<file path="src/rtl/control_unit_if.sv">
// Datapath <-> control unit signal bundle; master = control unit, slave = datapath.
// Optional imem_ready handshake is present only when CU_IMEM_WAIT_EN is defined.
interface control_unit_if #(
    parameter int ICNT_W = 16
);
    // Datapath to control unit
    logic [3:0]        opcode_in;
    logic [2:0]        rd_addr_in;
    logic              zero_flag_in;
    logic              negative_flag_in;
`ifdef CU_IMEM_WAIT_EN
    logic              imem_ready;
`endif

    // Control unit to datapath / status
    logic              pc_write_enable;
    logic [1:0]        pc_source_sel;
    logic              ir_write_enable;
    logic              rf_write_enable;
    logic [2:0]        rf_write_dest_sel_addr;
    logic [1:0]        rf_write_data_sel;
    logic [2:0]        alu_op_sel;
    logic              alu_b_src_sel;
    logic              halted;
    logic              illegal_op;
    logic              z_flag;
    logic              n_flag;
    logic [ICNT_W-1:0] instr_count;

    modport master (
`ifdef CU_IMEM_WAIT_EN
        input  imem_ready,
`endif
        input  opcode_in, rd_addr_in, zero_flag_in, negative_flag_in,
        output pc_write_enable, pc_source_sel, ir_write_enable, rf_write_enable,
        output rf_write_dest_sel_addr, rf_write_data_sel, alu_op_sel, alu_b_src_sel,
        output halted, illegal_op, z_flag, n_flag, instr_count
    );

    modport slave (
`ifdef CU_IMEM_WAIT_EN
        output imem_ready,
`endif
        output opcode_in, rd_addr_in, zero_flag_in, negative_flag_in,
        input  pc_write_enable, pc_source_sel, ir_write_enable, rf_write_enable,
        input  rf_write_dest_sel_addr, rf_write_data_sel, alu_op_sel, alu_b_src_sel,
        input  halted, illegal_op, z_flag, n_flag, instr_count
    );
endinterface

</file>
<file path="src/rtl/control_unit.sv">
// Multi-cycle FETCH/DECODE/EXECUTE sequencer driving every datapath control strobe.
// Define CU_IMEM_WAIT_EN to stall FETCH on the instruction-memory imem_ready input.
module control_unit #(
    parameter logic [2:0] LR_ADDR = 3'd7,
    parameter int         ICNT_W  = 16
) (
    input  logic           clk,
    input  logic           reset,
    control_unit_if.master cu
);

    // S_IDLE is the reset-pending state, so the first FETCH lands one edge after release.
    typedef enum logic [2:0] {S_IDLE, S_FETCH, S_DECODE, S_EXECUTE, S_HALT} state_e;

    typedef enum logic [3:0] {
        OP_NOP  = 4'h0, OP_LOAD = 4'h1, OP_MOV = 4'h2, OP_ADD = 4'h3,
        OP_XOR  = 4'h4, OP_CMP  = 4'h5, OP_BEQ = 4'h6, OP_BLT = 4'h7,
        OP_JMP  = 4'h8, OP_CALL = 4'h9, OP_RET = 4'hA, OP_HALT = 4'hF
    } opcode_e;

    state_e            state_q, state_d;
    logic              z_q, z_d;
    logic              n_q, n_d;
    logic              ill_q, ill_d;
    logic [ICNT_W-1:0] icnt_q, icnt_d;

    logic       pc_we, ir_we, rf_we, b_src;
    logic [1:0] pc_sel, data_sel;
    logic [2:0] alu_op, dest;

    // NOTE: every always_comb output gets a default first so no path leaves it unassigned (no latches).
    always_comb begin
        state_d  = state_q;
        z_d      = z_q;
        n_d      = n_q;
        ill_d    = ill_q;
        icnt_d   = icnt_q;
        pc_we    = 1'b0;
        ir_we    = 1'b0;
        rf_we    = 1'b0;
        b_src    = 1'b0;
        pc_sel   = 2'b00;
        data_sel = 2'b00;
        alu_op   = 3'b000;
        dest     = cu.rd_addr_in;

        unique case (state_q)
            S_IDLE: state_d = S_FETCH;
            S_FETCH: begin
`ifdef CU_IMEM_WAIT_EN
                if (cu.imem_ready) begin
                    ir_we   = 1'b1;
                    pc_we   = 1'b1;
                    state_d = S_DECODE;
                end
`else
                ir_we   = 1'b1;
                pc_we   = 1'b1;
                state_d = S_DECODE;
`endif
            end
            S_DECODE: state_d = (cu.opcode_in == OP_HALT) ? S_HALT : S_EXECUTE;
            S_EXECUTE: begin
                state_d = S_FETCH;
                icnt_d  = icnt_q + 1'b1;
                case (cu.opcode_in)
                    OP_NOP, OP_HALT: ;
                    OP_LOAD: begin rf_we = 1'b1; data_sel = 2'b01; end
                    OP_MOV:  begin rf_we = 1'b1; alu_op = 3'b010; end
                    OP_ADD:  begin rf_we = 1'b1; alu_op = 3'b000; end
                    OP_XOR:  begin rf_we = 1'b1; alu_op = 3'b001; end
                    OP_CMP: begin
                        alu_op = 3'b011;
                        z_d    = cu.zero_flag_in;
                        n_d    = cu.negative_flag_in;
                    end
                    OP_BEQ: if (z_q) begin pc_we = 1'b1; pc_sel = 2'b01; end
                    OP_BLT: if (n_q) begin pc_we = 1'b1; pc_sel = 2'b01; end
                    OP_JMP:  begin pc_we = 1'b1; pc_sel = 2'b01; end
                    // LR captures the current PC while the PC loads the call target.
                    OP_CALL: begin
                        rf_we    = 1'b1;
                        dest     = LR_ADDR;
                        data_sel = 2'b10;
                        pc_we    = 1'b1;
                        pc_sel   = 2'b11;
                    end
                    OP_RET:  begin pc_we = 1'b1; pc_sel = 2'b10; end
                    default: ill_d = 1'b1;
                endcase
            end
            S_HALT: ;
            default: state_d = S_IDLE;
        endcase
    end

    // NOTE: sequential state uses non-blocking assignments so every flop samples pre-edge values.
    always_ff @(posedge clk or posedge reset) begin
        if (reset) begin
            state_q <= S_IDLE;
            z_q     <= 1'b0;
            n_q     <= 1'b0;
            ill_q   <= 1'b0;
            icnt_q  <= '0;
        end else begin
            state_q <= state_d;
            z_q     <= z_d;
            n_q     <= n_d;
            ill_q   <= ill_d;
            icnt_q  <= icnt_d;
        end
    end

    assign cu.pc_write_enable        = pc_we;
    assign cu.pc_source_sel          = pc_sel;
    assign cu.ir_write_enable        = ir_we;
    assign cu.rf_write_enable        = rf_we;
    assign cu.rf_write_dest_sel_addr = dest;
    assign cu.rf_write_data_sel      = data_sel;
    assign cu.alu_op_sel             = alu_op;
    assign cu.alu_b_src_sel          = b_src;
    assign cu.halted                 = (state_q == S_HALT);
    assign cu.illegal_op             = ill_q;
    assign cu.z_flag                 = z_q;
    assign cu.n_flag                 = n_q;
    assign cu.instr_count            = icnt_q;

endmodule

</file>
<file path="src/flat_wrapper.sv">
// flat-port wrapper written by rule: the top's interface ports become plain ports
module control_unit_flat 
#(
    parameter logic [2:0] LR_ADDR = 3'd7,
    parameter int         ICNT_W  = 16
)
  (clk, reset, cu_opcode_in, cu_rd_addr_in, cu_zero_flag_in, cu_negative_flag_in, cu_pc_write_enable, cu_pc_source_sel, cu_ir_write_enable, cu_rf_write_enable, cu_rf_write_dest_sel_addr, cu_rf_write_data_sel, cu_alu_op_sel, cu_alu_b_src_sel, cu_halted, cu_illegal_op, cu_z_flag, cu_n_flag, cu_instr_count);
  control_unit_if #(.ICNT_W(ICNT_W)) cu_i ();
  input  logic clk;
  input  logic reset;
  input wire logic [$bits(cu_i.opcode_in)-1:0] cu_opcode_in;
  input wire logic [$bits(cu_i.rd_addr_in)-1:0] cu_rd_addr_in;
  input wire logic [$bits(cu_i.zero_flag_in)-1:0] cu_zero_flag_in;
  input wire logic [$bits(cu_i.negative_flag_in)-1:0] cu_negative_flag_in;
  output wire logic [$bits(cu_i.pc_write_enable)-1:0] cu_pc_write_enable;
  output wire logic [$bits(cu_i.pc_source_sel)-1:0] cu_pc_source_sel;
  output wire logic [$bits(cu_i.ir_write_enable)-1:0] cu_ir_write_enable;
  output wire logic [$bits(cu_i.rf_write_enable)-1:0] cu_rf_write_enable;
  output wire logic [$bits(cu_i.rf_write_dest_sel_addr)-1:0] cu_rf_write_dest_sel_addr;
  output wire logic [$bits(cu_i.rf_write_data_sel)-1:0] cu_rf_write_data_sel;
  output wire logic [$bits(cu_i.alu_op_sel)-1:0] cu_alu_op_sel;
  output wire logic [$bits(cu_i.alu_b_src_sel)-1:0] cu_alu_b_src_sel;
  output wire logic [$bits(cu_i.halted)-1:0] cu_halted;
  output wire logic [$bits(cu_i.illegal_op)-1:0] cu_illegal_op;
  output wire logic [$bits(cu_i.z_flag)-1:0] cu_z_flag;
  output wire logic [$bits(cu_i.n_flag)-1:0] cu_n_flag;
  output wire logic [$bits(cu_i.instr_count)-1:0] cu_instr_count;
  assign cu_i.opcode_in = cu_opcode_in;
  assign cu_i.rd_addr_in = cu_rd_addr_in;
  assign cu_i.zero_flag_in = cu_zero_flag_in;
  assign cu_i.negative_flag_in = cu_negative_flag_in;
  assign cu_pc_write_enable = cu_i.pc_write_enable;
  assign cu_pc_source_sel = cu_i.pc_source_sel;
  assign cu_ir_write_enable = cu_i.ir_write_enable;
  assign cu_rf_write_enable = cu_i.rf_write_enable;
  assign cu_rf_write_dest_sel_addr = cu_i.rf_write_dest_sel_addr;
  assign cu_rf_write_data_sel = cu_i.rf_write_data_sel;
  assign cu_alu_op_sel = cu_i.alu_op_sel;
  assign cu_alu_b_src_sel = cu_i.alu_b_src_sel;
  assign cu_halted = cu_i.halted;
  assign cu_illegal_op = cu_i.illegal_op;
  assign cu_z_flag = cu_i.z_flag;
  assign cu_n_flag = cu_i.n_flag;
  assign cu_instr_count = cu_i.instr_count;
  control_unit #(.LR_ADDR(LR_ADDR), .ICNT_W(ICNT_W)) u_core (.clk(clk), .reset(reset), .cu(cu_i));
endmodule
</file>
<file path="config.mk">
export PLATFORM = sky130hd
export DESIGN_NAME = control_unit_flat
export DESIGN_NICKNAME = d
export VERILOG_FILES = /design/src/rtl/control_unit_if.sv /design/src/rtl/control_unit.sv /design/src/flat_wrapper.sv
export SDC_FILE = /design/constraint.sdc
export NUM_CORES = 1
export LEC_CHECK = 0
export CAP_MARGIN = 10
export CORE_ASPECT_RATIO = 2
export CORE_UTILIZATION = 47
export DETAILED_ROUTE_END_ITERATION = 8
export GPL_TIMING_DRIVEN = 0
export PLACE_DENSITY_LB_ADDON = 0.12
export SYNTH_ARGS = -nofsm -noshare
export SYNTH_HDL_FRONTEND = slang
export SYNTH_SLANG_ARGS = --single-unit
</file>
<file path="constraint.sdc">
create_clock -name clk -period 2.1 [get_ports clk]
set_input_delay 0.42 -clock clk [delete_from_list [all_inputs] [get_ports clk]]
set_output_delay 0.42 -clock clk [all_outputs]
set_load 0.01 [all_outputs]
</file>
======== Word level (Yosys, flattened, before mapping) ========
Index checks and enable logic that the tools add are counted.
word-level totals
  flip-flop bits (word level) ............. 22
  memory bits (writable) .................. 0
  output and inout bits ................... 34
  memories kept ........................... 0
  bits in latches ......................... 0
  bits of input ports ..................... 11
  logic and storage cells ................. 49
  bits in read-only memories .............. 0
cells by class
  div/mod/pow operators ................... 0
  $mul .................................... 0
  bitwise gates (word level) .............. 1
  shifts and indexed selects .............. 0
  reductions and logical operators ........ 8
  add/sub/neg operators ................... 1
  order comparisons ....................... 0
  muxes and demuxes ....................... 19
  eq/ne operators ......................... 15
operators with widths
  kind                   count
  $add 16x1->16 const B  1
  $eq 4x3->1 const B     4
  $eq 4x4->1 const B     4
  $mux 3                 4
  $pmux 3 s4             1
  $reduce_or 12->1       1
  $pmux 2 s5             1
  $eq 4x2->1 const B     2
  $mux 1                 7
  $eq 3x2->1 const B     2
  $pmux 2 s3             1
  $reduce_or 5->1        1
  $eq 4x1->1 const B     1
  $logic_not 4->1        1
  $mux 2                 2
  $pmux 2 s2             1
  $reduce_and 2->1       2
  $eq 3x1->1 const B     1
  $eq 3x3->1 const B     1
  $logic_not 3->1        1
  $pmux 1 s3             1
  $reduce_or 3->1        1
  $pmux 1 s2             1
  $reduce_or 2->1        1
  $not 1->1              1

======== Logic depth before layout (Yosys ltp) ========
Gate-level depths: netlist of run 1.
  depth in word-level cells ............... 4
  mapped depth ............................ 6
  gate-level depth less buffers ........... 4

======== Worst setup path before layout of run 1 ========
Ideal clock, no wire load.
  kind .................................... input to output
  from .................................... in cu_opcode_in[0]
  to ...................................... out cu_pc_write_enable
  arrival ................................. 1423 ps
  buffers on the path ..................... 1
  data required time ...................... 1680 ps
  cell stages on the path ................. 4
  slack ................................... 257 ps
  cell sequence ........................... buf_2 -> mux2i_1 -> or3b_2 -> a31oi_1
between the ends
  cells in the longest elaborated chain, start to end .. 4
  elaborated cells on any way between the ends .. 8
  those cells by class .................... eq/ne: 5; mux: 2; reduce/logical: 1
ends and longest elaborated chain
  item                              RTL line            text
  start: declaration                flat_wrapper.sv:11  input wire logic [$bits(cu_i.opcode_in)-1:0] cu_opcode_in;
  $eq 4x4->1                        control_unit.sv:66  case (cu.opcode_in)
  $reduce_or 3->1 (no source line)  -
  $pmux 1 s3 (*)                    control_unit.sv:66
  $pmux 1 s2 (*)                    control_unit.sv:47  unique case (state_q)
  end: declaration                  flat_wrapper.sv:15  output wire logic [$bits(cu_i.pc_write_enable)-1:0] cu_pc_write_enable;
Mark *: on every way between the ends. The rest lies on a longest branch, timed or not.

======== Final worst setup path of run 1 ========
  from .................................... reg u_core.state_q[2]
  to ...................................... out cu_ir_write_enable
between the ends
  cells in the longest elaborated chain, start to end .. 2
ends and longest elaborated chain
  item                      RTL line             text
  start: declaration        control_unit.sv:21   state_e state_q, state_d;
  start signal: assignment  control_unit.sv:106  state_q <= state_d;
  $eq 3x1->1                control_unit.sv:47
  $mux 1                    control_unit.sv:47
  end: declaration          flat_wrapper.sv:17   output wire logic [$bits(cu_i.ir_write_enable)-1:0] cu_ir_write_enable;
Every way passes these cells.

==> metrics.md, run 1 <==
| Metric | Value |
|---|---|
| Post-route minimum period | 2.04 ns |
| Worst clock skew | 0.00575 ns |
| Total power | 1.66 mW |
| Num CTS Buffers | 3 |
| Critical Path Sink Type | output port |
| Final setup violation count | 0 |
| Clock tree buffer depth | 2 |
| Endpoint with the worst hold slack | u_core.cu.instr_count[15] |
| Count of unique library cells instantiated by Yosys | 36 |
| Register bit total from synthesis | 22 |
| Total routed wirelength | 2.78 mm |
| Residual antenna-violating net count after detailed routing | 0 |
| Via count of the first global-routing pass | 1050 |
| Clock latency of the later-clocked register in the worst-skew pair | 0.26 ns |
| # H-tree levels | 1 |
| Class of the tightest hold or removal check | reg2reg |
| Growth of design area from synthesis to finish | 43.1% |
| CTS root buf | clkbuf_8 |
| Slew Limit Fails | 0 |
| Pwr Density | 928 nW/um2 |
| Average cell area after synthesis | 10.2 um2 |
| Slew of the pin with the lowest slew margin | 0.823 ns |
| Synth Flop Type | dfrtp_1 |
| Drt first-iter violations | 3 |
| DIE AREA | 2880 um2 |
| Count of flip-flops with a built-in enable after synthesis | 0 |
| Startpoint of the most critical register-to-register path | u_core.state_q[2] |
| Wire length of the first global-routing pass | 4.38 mm |
| Final global-route overflow total | 0 |
| Critical path, cell by cell | buf_4 > nand2b_1 > nor2_1 > clkdlybuf4s50_1 |
| Nature of the critical path startpoint | flop |
| Via/cell ratio | 5.26 |
| Source of the worst hold timing path | u_core.cu.instr_count[15] |
| Port bufs | 39 |
| Data required time at the worst endpoint | 1.68 ns |
| Achievable frequency | 489 MHz |
| Number of cells in the design after placement | 190 |
| Antenna diode instance count | 0 |
| X dimension of the die | 38.4 um |
| Post-synthesis cell type with the largest combined area | dfrtp_1 |
| End of the worst register-to-register path | u_core.cu.z_flag |
| CTS sink cnt | 22 |
| Async set-or-reset flop fraction in the synthesized netlist | 100% |
| Critical path class | reg2out |
| Buffers plus inverters on the worst setup path | 2 |
| Area of combinational cells with multiple inputs | 659 um2 |
| Total routing resource utilization after global routing | 21.2% |
| Hold Crit Depth | 1 |
| Hold slack final | 0.478 ns |
| Nets | 185 |
| Number of endpoints with negative hold slack in the final report | 0 |
| Routed WL per cell | 13.9 um |
| Cell type group with the largest total delay on the critical path | buffers and inverters |
| HPWL after DPL | 2.09 mm |
| Vias | 1052 |
| Weighted congestion at the end of routability-driven global placement | 0.734 |
| Unrepaired setup endpoints after global routing | false |
| Vertical extent of the die | 74.9 um |
| Post-route clock period utilization | 97.4% |
| Final sum of negative setup slack | 0 ns |
| IO Count | 45 |
| Netlist area before placement | 1250 um2 |
| First-pass detailed-route iteration total | 4 |
| Initial standard-cell utilization of the core | 49.2% |
| Number of rows in the core area | 26 |
| Maximum number of pins on one net before global-route repair | 23 |
| Sequential area share after synthesis | 44.1% |
| DRC viols | 0 |
| Core Region | 2540 um2 |
| Area share of the largest cell type after synthesis | 44.1% |
| Fraction of layout instances using a drive strength above 1 | 20.3% |
| Yosys warning total | 0 |
| Number of antenna violations at the first check in global routing | 0 |
| Flip-flop and latch area | 552 um2 |
| Crit-path max cell delay | 0.56 ns |
| Register-to-Register Path Depth | 5 |
| Data arrival time of the critical path | 1.62 ns |
| Post-CTS clock slew at the launch and capture registers of the worst setup and hold paths | 0.08 ns |
| Post-route insts no fill | 200 |
| Slew headroom | 45.1% |
| Maximum capacitance violations | 0 |
| Worst ir drop on vdd | 0.641 mV |
| Internal reg-to-reg setup slack | 0.60 ns |
| Top area cells in the synthesized netlist | dfrtp_1 44%, xnor2_1 8.4%, nand2b_1 4.0% |
| Status | finished clean |
| Leakage Power | 0.890 nW |
| Fill cell total of the finished layout | 216 |
| Critical Path Fanout Max | 5 |
| Gate count of the mapped netlist | 122 |
| Clock tree from TritonCTS | built |
| Max stage delay cell, worst path | clkdlybuf4s50_1 |
[cell type report]
class,instances,area share [%]
Tap cell,28,1.96
Buffer,7,2.87
Timing Repair Buffer,45,23.7
Clock buffer,4,3.08
Inverter,3,0.630
Multi-Input combinational cell,91,36.9
Sequential cell,22,30.9
[worst max path at each step]
| stage | start | endpoint | slack, ns | cells after the start |
|---|---|---|---|---|
| after floorplan | cu_opcode_in[0] | cu_pc_write_enable | 0.26 | 4 |
| after global placement | cu_opcode_in[3] | cu_pc_write_enable | -0.75 | 5 |
| after detailed placement | cu_opcode_in[3] | cu_pc_write_enable | -0.74 | 5 |
| after CTS | u_core.state_q[2] | cu_alu_op_sel[0] | 0.004 | 3 |
| after global routing | u_core.state_q[2] | cu_ir_write_enable | 0.003 | 4 |
| final | u_core.state_q[2] | cu_ir_write_enable | 0.06 | 4 |
[worst register-to-register path: stages (launching register included)]
cell and delay (ns):
dfrtp_1 0.40, and3b_1 0.24, buf_6 0.14, nand2_1 0.07, nor2_1 0.17, mux2_2 0.36
[layout by cell type (no fill, tap or decap), drive strengths merged, types with 4 or more instances in the layout]
master         netlist  routed
xor2                 4       4
clkbuf               1       5
dfrtp               22      22
buf                  6      14
nor2                10      10
nand4                6       6
xnor2               13      13
nand2b               8       8
nand2               12      12
dlygate4sd2          0       7
nor3                 5       5
nand3                4       4
clkdlybuf4s50        0      27
[timing repair]
item	CTS	global route
resized for setup	23	3
setup buffers	3	3
cloned	0	0
setup endpoints to repair	11	3
pin swaps	0	1
hold buffers	0	0
[state kept, by name, indices dropped and copies added (netlist names)]
signal and count:
u_core.cu.instr_count 16, u_core.state_q 3, u_core.cu.illegal_op 1, u_core.cu.n_flag 1, u_core.cu.z_flag 1
[cells in the mapped netlist, types with 3 or more instances]
| cell type | number |
|---|---|
| nand3b_1 | 3 |
| dfrtp_1 | 22 |
| nor2b_1 | 3 |
| xor2_1 | 4 |
| a21oi_1 | 3 |
| inv_1 | 3 |
| nor3_1 | 3 |
| nand3_1 | 4 |
| nor2_1 | 10 |
| nand2b_1 | 8 |
| xnor2_1 | 12 |
| and3_1 | 3 |
| nand2_1 | 12 |
[per-stage QoR]
step / util (%) / worst slack [ns] / area (um2)
after CTS: 69.2 / 0.00410 / 1760
after global placement: 66.1 / -0.751 / 1680
after floorplan: - / 0.257 / 1250
final: 70.4 / 0.0551 / 1790
after detailed placement: 66.1 / -0.745 / 1680
after global routing: 70.4 / 0.00272 / 1790
[cells by family after synthesis]
family | Yosys count | synth area share (%)
mux | 4 | 3.41
simple gates | 58 | 29.3
fa+ha+maj | 1 | 1.00
buf+inv | 10 | 5.01
xor+xnor | 17 | 12.5
other cells | 1 | 0.300
flops | 22 | 44.1
compound gates | 9 | 4.41
[where the power goes]
part	internal [mW]	switching (mW)	leakage, nW	total [mW]
logic	0.395	0.307	0.576	0.703
registers	0.522	0.133	0.285	0.654
clock network	0.167	0.135	0.0288	0.302
[routing by layer]
metal  global-route usage, %  part of all wire, %  up-vias
met1                    21.0                   35      510
met5                       0                    0        -
li1                        -                    -      506
met3                    3.54                  3.0        4
met4                    8.43                  1.5        0
met2                    40.9                   61       32
Note: power is estimated with default switching activity, not from simulation.
==> run 2: changes to the inputs <==
--- a/config.mk
+++ b/config.mk
@@ -7,6 +7,7 @@
 export LEC_CHECK = 0
 export CAP_MARGIN = 10
 export CORE_ASPECT_RATIO = 2
+export CORE_MARGIN = 10
 export CORE_UTILIZATION = 47
 export DETAILED_ROUTE_END_ITERATION = 8
 export GPL_TIMING_DRIVEN = 0
==> metrics.md, run 2 (synthesis results as in run 1) <==
| Metric | Value |
|---|---|
| Final setup margin | 0.0836 ns (+0.0285 ns) |
| Unrepaired setup endpoints after global routing | false |
| Slew headroom | 45.4% (+0.34 points) |
| Dpl ws | -0.801 ns (-0.0560 ns) |
| Status | finished clean |
| Total routed wirelength | 3.16 mm (+14%) |
| Slew of the pin with the lowest slew margin | 0.818 ns (-0.00509 ns) |
| Most frequent cells in the layout | 26 x clkdlybuf4s50_1, 20 x dfrtp_1, 12 x xnor2_1, 12 x nand2_1, 10 x nor2_1 |
| Logic gate share of total power | 42.9% (+0.5 points) |
| Residual antenna-violating net count after detailed routing | 0 (unchanged) |
| Worst clock skew | 0.00235 ns (-0.00340 ns) |
| Net switching power figure | 584 uW (+1.6%) |
| HPWL after DPL | 2.52 mm (+21%) |
| Port bufs | 39 (unchanged) |
| Num CTS Buffers | 3 (unchanged) |
| Achievable frequency | 496 MHz (+1.4%) |
| Post-CTS clock slew at the launch and capture registers of the worst setup and hold paths | 0.08 ns (about the same) |
| Max FFs per register | 16 (unchanged) |
| Pwr Density | 913 nW/um2 (-1.7%) |
| Slew Limit Fails | 0 (unchanged) |
| Initial standard-cell utilization of the core | 49.2% (unchanged) |
| Switching Fraction | 36.0% (+1.4 points) |
| Final global-route overflow total | 0 (unchanged) |
| Clock tree buffer depth | 2 (unchanged) |
| Via/cell ratio | 5.22 (-0.79%) |
| Layout Cell Area excl Fill | 1780 um2 (-0.56%) |
| Number of rows in the core area | 26 (unchanged) |
| Routed WL per cell | 16.1 um (+15%) |
| Fraction of layout instances using a drive strength above 1 | 21.3% (+0.95 points) |
| DRC viols | 0 (unchanged) |
| Internal reg-to-reg setup slack | 0.59 ns (about the same) |
| Critical Path Fanout Max | 8 (+3) |
| Critical Path Sink Type | output port |
| Placed cell area | 1680 um2 (unchanged) |
| Vias | 1028 (-2.3%) |
| Commonest non-fill, non-tap cell in the layout | clkdlybuf4s50_1 |
| CTS root buf | clkbuf_8 |
| Clock latency of the later-clocked register in the worst-skew pair | 0.26 ns (about the same) |
| Nets | 183 (-1.1%) |
| # H-tree levels | 1 (unchanged) |
| IO Count | 45 (unchanged) |
| Class of the tightest hold or removal check | reg2reg |
| X dimension of the die | 56.4 um (+47%) |
| Maximum capacitance violations | 0 (unchanged) |
| First-pass detailed-route iteration total | 3 (-1) |
| Number of buffers inserted for hold repair after clock tree synthesis | 0 (unchanged) |
| CTS sink cnt | 22 (unchanged) |
| Growth of design area from synthesis to finish | 42.3% |
| Vertical extent of the die | 92.9 um (+24%) |
| Clock tree from TritonCTS | built |
| Internal Dissipation | 1.04 mW (-4.3%) |
| Nature of the critical path startpoint | primary input |
| Total routing resource utilization after global routing | 12.1% (-9.1 points) |
| Via count of the first global-routing pass | 1125 (+7.1%) |
| Number of antenna violations at the first check in global routing | 0 (unchanged) |
| Weighted congestion at the end of routability-driven global placement | 0.765 (+4.2%) |
| Antenna diode instance count | 0 (unchanged) |
| DIE AREA | 5240 um2 (+82%) |
| Final setup violation count | 0 (unchanged) |
| Leakage Power | 0.886 nW (-0.51%) |
| Number of endpoints with negative hold slack in the final report | 0 (unchanged) |
| Critical path class | in2out |
| Data required time at the worst endpoint | 1.68 ns (about the same) |
| Post-route minimum period | 2.02 ns (-0.0285 ns) |
| Core Region | 2540 um2 (unchanged) |
| Final sum of negative setup slack | 0 ns (unchanged) |
| Drt first-iter violations | 16 (+13) |
| Post-route clock period utilization | 96.0% (-1.4 points) |
| Data arrival time of the critical path | 1.60 ns (-0.02 ns) |
| Wire length of the first global-routing pass | 5.35 mm (+22%) |
| Maximum number of pins on one net before global-route repair | 23 (unchanged) |
| Flop pwr share | 41.2% (+1.8 points) |
| Clock power share | 15.9% (-2.3 points) |
| Worst ir drop on vdd | 0.588 mV (-8.2%) |
[run 2: critical path, stage by stage]
cell and delay (ns):
clkdlybuf4s15_2 0.24, nand2b_4 0.18, or3b_4 0.41, a31oi_2 0.18, buf_2 0.16
[run 2: layer usage]
layer  routed length, um  track usage (%)
met5                   0                0
met3                 243             4.65
met4                  34             3.63
met1                1130             11.5
met2                1760             22.7
[run 2: cell type report]
type	count	area, um2
Sequential cell	22	553
Tap cell	28	35.0
Timing Repair Buffer	43	410
Fill cell	205	761
Multi-Input combinational cell	91	674
Buffer	7	51.3
Inverter	3	11.3
Clock buffer	3	41.3
[run 2: worst paths after layout]
check                                           from                        end  depth (start not counted)
max                                  cu_opcode_in[3]         cu_pc_write_enable                          5
min                        u_core.cu.instr_count[15]  u_core.cu.instr_count[15]                          1
max reg2reg                        u_core.state_q[2]           u_core.cu.n_flag                          5
min reg2reg                u_core.cu.instr_count[15]  u_core.cu.instr_count[15]                          1
max in group asynchronous                      reset          u_core.state_q[1]                          2
min in group asynchronous                      reset   u_core.cu.instr_count[5]                          2
[run 2: repair_timing]
| action | 4_1_cts | 5_1_grt |
|---|---|---|
| gates resized for setup | 25 | 7 |
| endpoints found under the setup margin | 11 | 4 |
| setup buffers | 2 | 2 |
| pin swaps | 0 | 0 |
| endpoints found under the hold margin | 0 | 0 |
| gates cloned | 0 | 0 |
[run 2: through the flow]
step	hold WS [ns]	util [%]	instances	power, mW
detailed placement	0.468	66.1	190	1.34
global route	0.499	70.0	197	1.72
global placement	0.462	66.1	190	1.31
floorplan	0.409	-	123	0.994
CTS	0.481	69.2	195	1.61
finish	0.474	70.0	197	1.62
[run 2: power groups by stage]
stage / registers, mW / logic, mW / clock network (mW)
finish: 0.668 / 0.695 / 0.258
global route: 0.692 / 0.750 / 0.278
CTS: 0.667 / 0.679 / 0.261
detailed placement: 0.674 / 0.662 / 0
global placement: 0.665 / 0.648 / 0
floorplan: 0.676 / 0.318 / 0
==> run 3: changes to the inputs <==
--- a/config.mk
+++ b/config.mk
@@ -8,7 +8,7 @@
 export CAP_MARGIN = 10
 export CORE_ASPECT_RATIO = 2
 export CORE_MARGIN = 10
-export CORE_UTILIZATION = 47
+export CORE_UTILIZATION = 44
 export DETAILED_ROUTE_END_ITERATION = 8
 export GPL_TIMING_DRIVEN = 0
 export PLACE_DENSITY_LB_ADDON = 0.12
==> constraint.sdc (replaced) <==
create_clock -name clk -period 2.25 [get_ports clk]
set_input_delay 0.45 -clock clk [delete_from_list [all_inputs] [get_ports clk]]
set_output_delay 0.45 -clock clk [all_outputs]
set_load 0.01 [all_outputs]
==> metrics.md, run 3 (synthesis results as in run 1) <==
| Metric | Value |
|---|---|
| Vias | 1038 (+0.97%) |
| HPWL after DPL | 2.42 mm (-4.0%) |
| Register-to-Register Path Depth | 5 (unchanged) |
| Worst ir drop on vdd | 0.707 mV (+20%) |
| Num CTS Buffers | 3 (unchanged) |
| Startpoint of the most critical register-to-register path | u_core.state_q[2] |
| # H-tree levels | 1 (unchanged) |
| First-pass detailed-route iteration total | 4 (+1) |
| Most frequent cells in the layout | 28 x clkdlybuf4s50_1, 20 x dfrtp_1, 12 x xnor2_1, 12 x nand2_1, 10 x nor2_1 |
| Max FFs per register | 16 (unchanged) |
| DRC viols | 0 (unchanged) |
| Achievable frequency | 457 MHz |
| Post-route clock period utilization | 97.3% |
| Clock latency of the later-clocked register in the worst-skew pair | 0.26 ns (about the same) |
| Post-CTS clock slew at the launch and capture registers of the worst setup and hold paths | 0.08 ns (about the same) |
| IO Count | 45 (unchanged) |
| Pwr Density | 872 nW/um2 (-4.4%) |
| Worst clock skew | 0.00640 ns (+0.00404 ns) |
| Final setup violation count | 0 (unchanged) |
| Via/cell ratio | 5.24 (+0.46%) |
| Nature of the critical path startpoint | primary input |
| Leakage Power | 0.879 nW (-0.73%) |
| Total routing resource utilization after global routing | 11.2% (-0.91 points) |
| End of the worst register-to-register path | u_core.cu.z_flag |
| Nets | 182 (-0.55%) |
| Final cell utilization of the core | 64.8% (-5.2 points) |
| Final sum of negative setup slack | 0 ns (unchanged) |
| CTS sink cnt | 22 (unchanged) |
| Core Region | 2740 um2 (+7.8%) |
| Slew of the pin with the lowest slew margin | 0.831 ns (+0.0129 ns) |
| Number of rows in the core area | 27 (+3.8%) |
| Antenna diode instance count | 0 (unchanged) |
| Slew Limit Fails | 0 (unchanged) |
| Commonest non-fill, non-tap cell in the layout | clkdlybuf4s50_1 |
| Status | finished clean |
| Post-route minimum period | 2.19 ns |
| Residual antenna-violating net count after detailed routing | 0 (unchanged) |
| Data required time at the worst endpoint | 1.80 ns (+0.12 ns) |
| Maximum capacitance violations | 0 (unchanged) |
| Via count of the first global-routing pass | 1102 (-2.0%) |
| CTS root buf | clkbuf_8 |
| Initial standard-cell utilization of the core | 45.6% (-3.6 points) |
| Wire length of the first global-routing pass | 5.07 mm (-5.3%) |
| Final global-route overflow total | 0 (unchanged) |
| Number of endpoints with negative hold slack in the final report | 0 (unchanged) |
| Unrepaired setup endpoints after global routing | false |
| Number of antenna violations at the first check in global routing | 0 (unchanged) |
| Maximum number of pins on one net before global-route repair | 23 (unchanged) |
| Clock tree buffer depth | 2 (unchanged) |
| Critical Path Sink Type | output port |
| Port bufs | 39 (unchanged) |
| Clock tree from TritonCTS | built |
| Critical Path Fanout Max | 8 (unchanged) |
| Number of buffers inserted for hold repair after clock tree synthesis | 0 (unchanged) |
| Class of the tightest hold or removal check | reg2reg |
| Fraction of layout instances using a drive strength above 1 | 18.9% (-2.4 points) |
| Weighted congestion at the end of routability-driven global placement | 0.755 (-1.3%) |
| Fill cell total of the finished layout | 229 (+12%) |
| Slew headroom | 44.6% (-0.86 points) |
| Internal reg-to-reg setup slack | 0.71 ns (+0.12 ns) |
| Growth of design area from synthesis to finish | 42.0% |
| Area of combinational cells with multiple inputs | 654 um2 (-3.0%) |
| Crit path capture | cu_pc_source_sel[0] |
| X dimension of the die | 57.7 um (+2.2%) |
| Total routed wirelength | 3.03 mm (-4.2%) |
| Vertical extent of the die | 95.3 um (+2.6%) |
| DIE AREA | 5500 um2 (+4.9%) |
| Routed WL per cell | 15.3 um (-4.7%) |
| Data arrival time of the critical path | 1.74 ns (+0.14 ns) |
| Start point of the critical path | cu_opcode_in[3] |
| Critical path class | in2out |
| Drt first-iter violations | 15 (-1) |
| Flip-flop and latch area | 553 um2 (unchanged) |
==> run 3: report_power, final <==
group | internal [mW] | total, mW | switching, mW | leakage [nW]
combinational | 0.360 | 0.641 | 0.280 | 0.567
sequential | 0.487 | 0.622 | 0.135 | 0.284
clock | 0.156 | 0.284 | 0.128 | 0.0288
==> run 3: how the worst min path moves through the flow <==
stage,startpoint,end,cells past startpoint
CTS,u_core.cu.illegal_op,u_core.cu.illegal_op,1
global route,u_core.cu.instr_count[15],u_core.cu.instr_count[15],1
detailed placement,u_core.cu.illegal_op,u_core.cu.illegal_op,1
global placement,u_core.cu.illegal_op,u_core.cu.illegal_op,1
floorplan,reset,u_core.cu.illegal_op,1
finish,u_core.cu.instr_count[15],u_core.cu.instr_count[15],1
==> run 3: critical path: stages <==
cell and delay (ns):
clkdlybuf4s15_2 0.24, nand2b_4 0.17, or3b_2 0.48, a21oi_1 0.15, clkdlybuf4s15_2 0.24
==> run 3: area by class of cell <==
| class | instances | area share, % |
|---|---|---|
| sequential | 22 | 31.2 |
| clock buffer | 4 | 3.11 |
| multi-input combinational | 91 | 36.9 |
| inverter | 3 | 0.635 |
| buffer | 7 | 2.89 |
| timing repair buffer | 42 | 23.2 |
| tap | 29 | 2.05 |
==> run 3: stage by stage <==
stage	setup slack [ns]	std cells	power [mW]	area (um2)	hold WS (ns)
after floorplan	0.347	123	0.927	1250	0.439
after global placement	-0.678	191	1.23	1680	0.460
after detailed placement	-0.719	191	1.25	1680	0.463
after CTS	0.00669	197	1.55	1760	0.486
after global routing	0.0140	198	1.65	1770	0.511
final	0.0605	198	1.55	1770	0.481
==> run 3: metal layers <==
metal  wire length [um]  vias up  global-route usage [%]
met4                 22        0                    3.54
met5                  0        -                       0
li1                   -      499                       -
met1               1070      502                    10.5
met2               1650       35                    20.5
met3                286        2                    5.19
==> run 3: repair_timing <==
item | CTS | global route
hold endpoints to repair | 0 | 0
pin swaps | 1 | 0
endpoints found under the setup margin | 11 | 3
buffers inserted | 2 | 1
gates resized for setup | 19 | 5
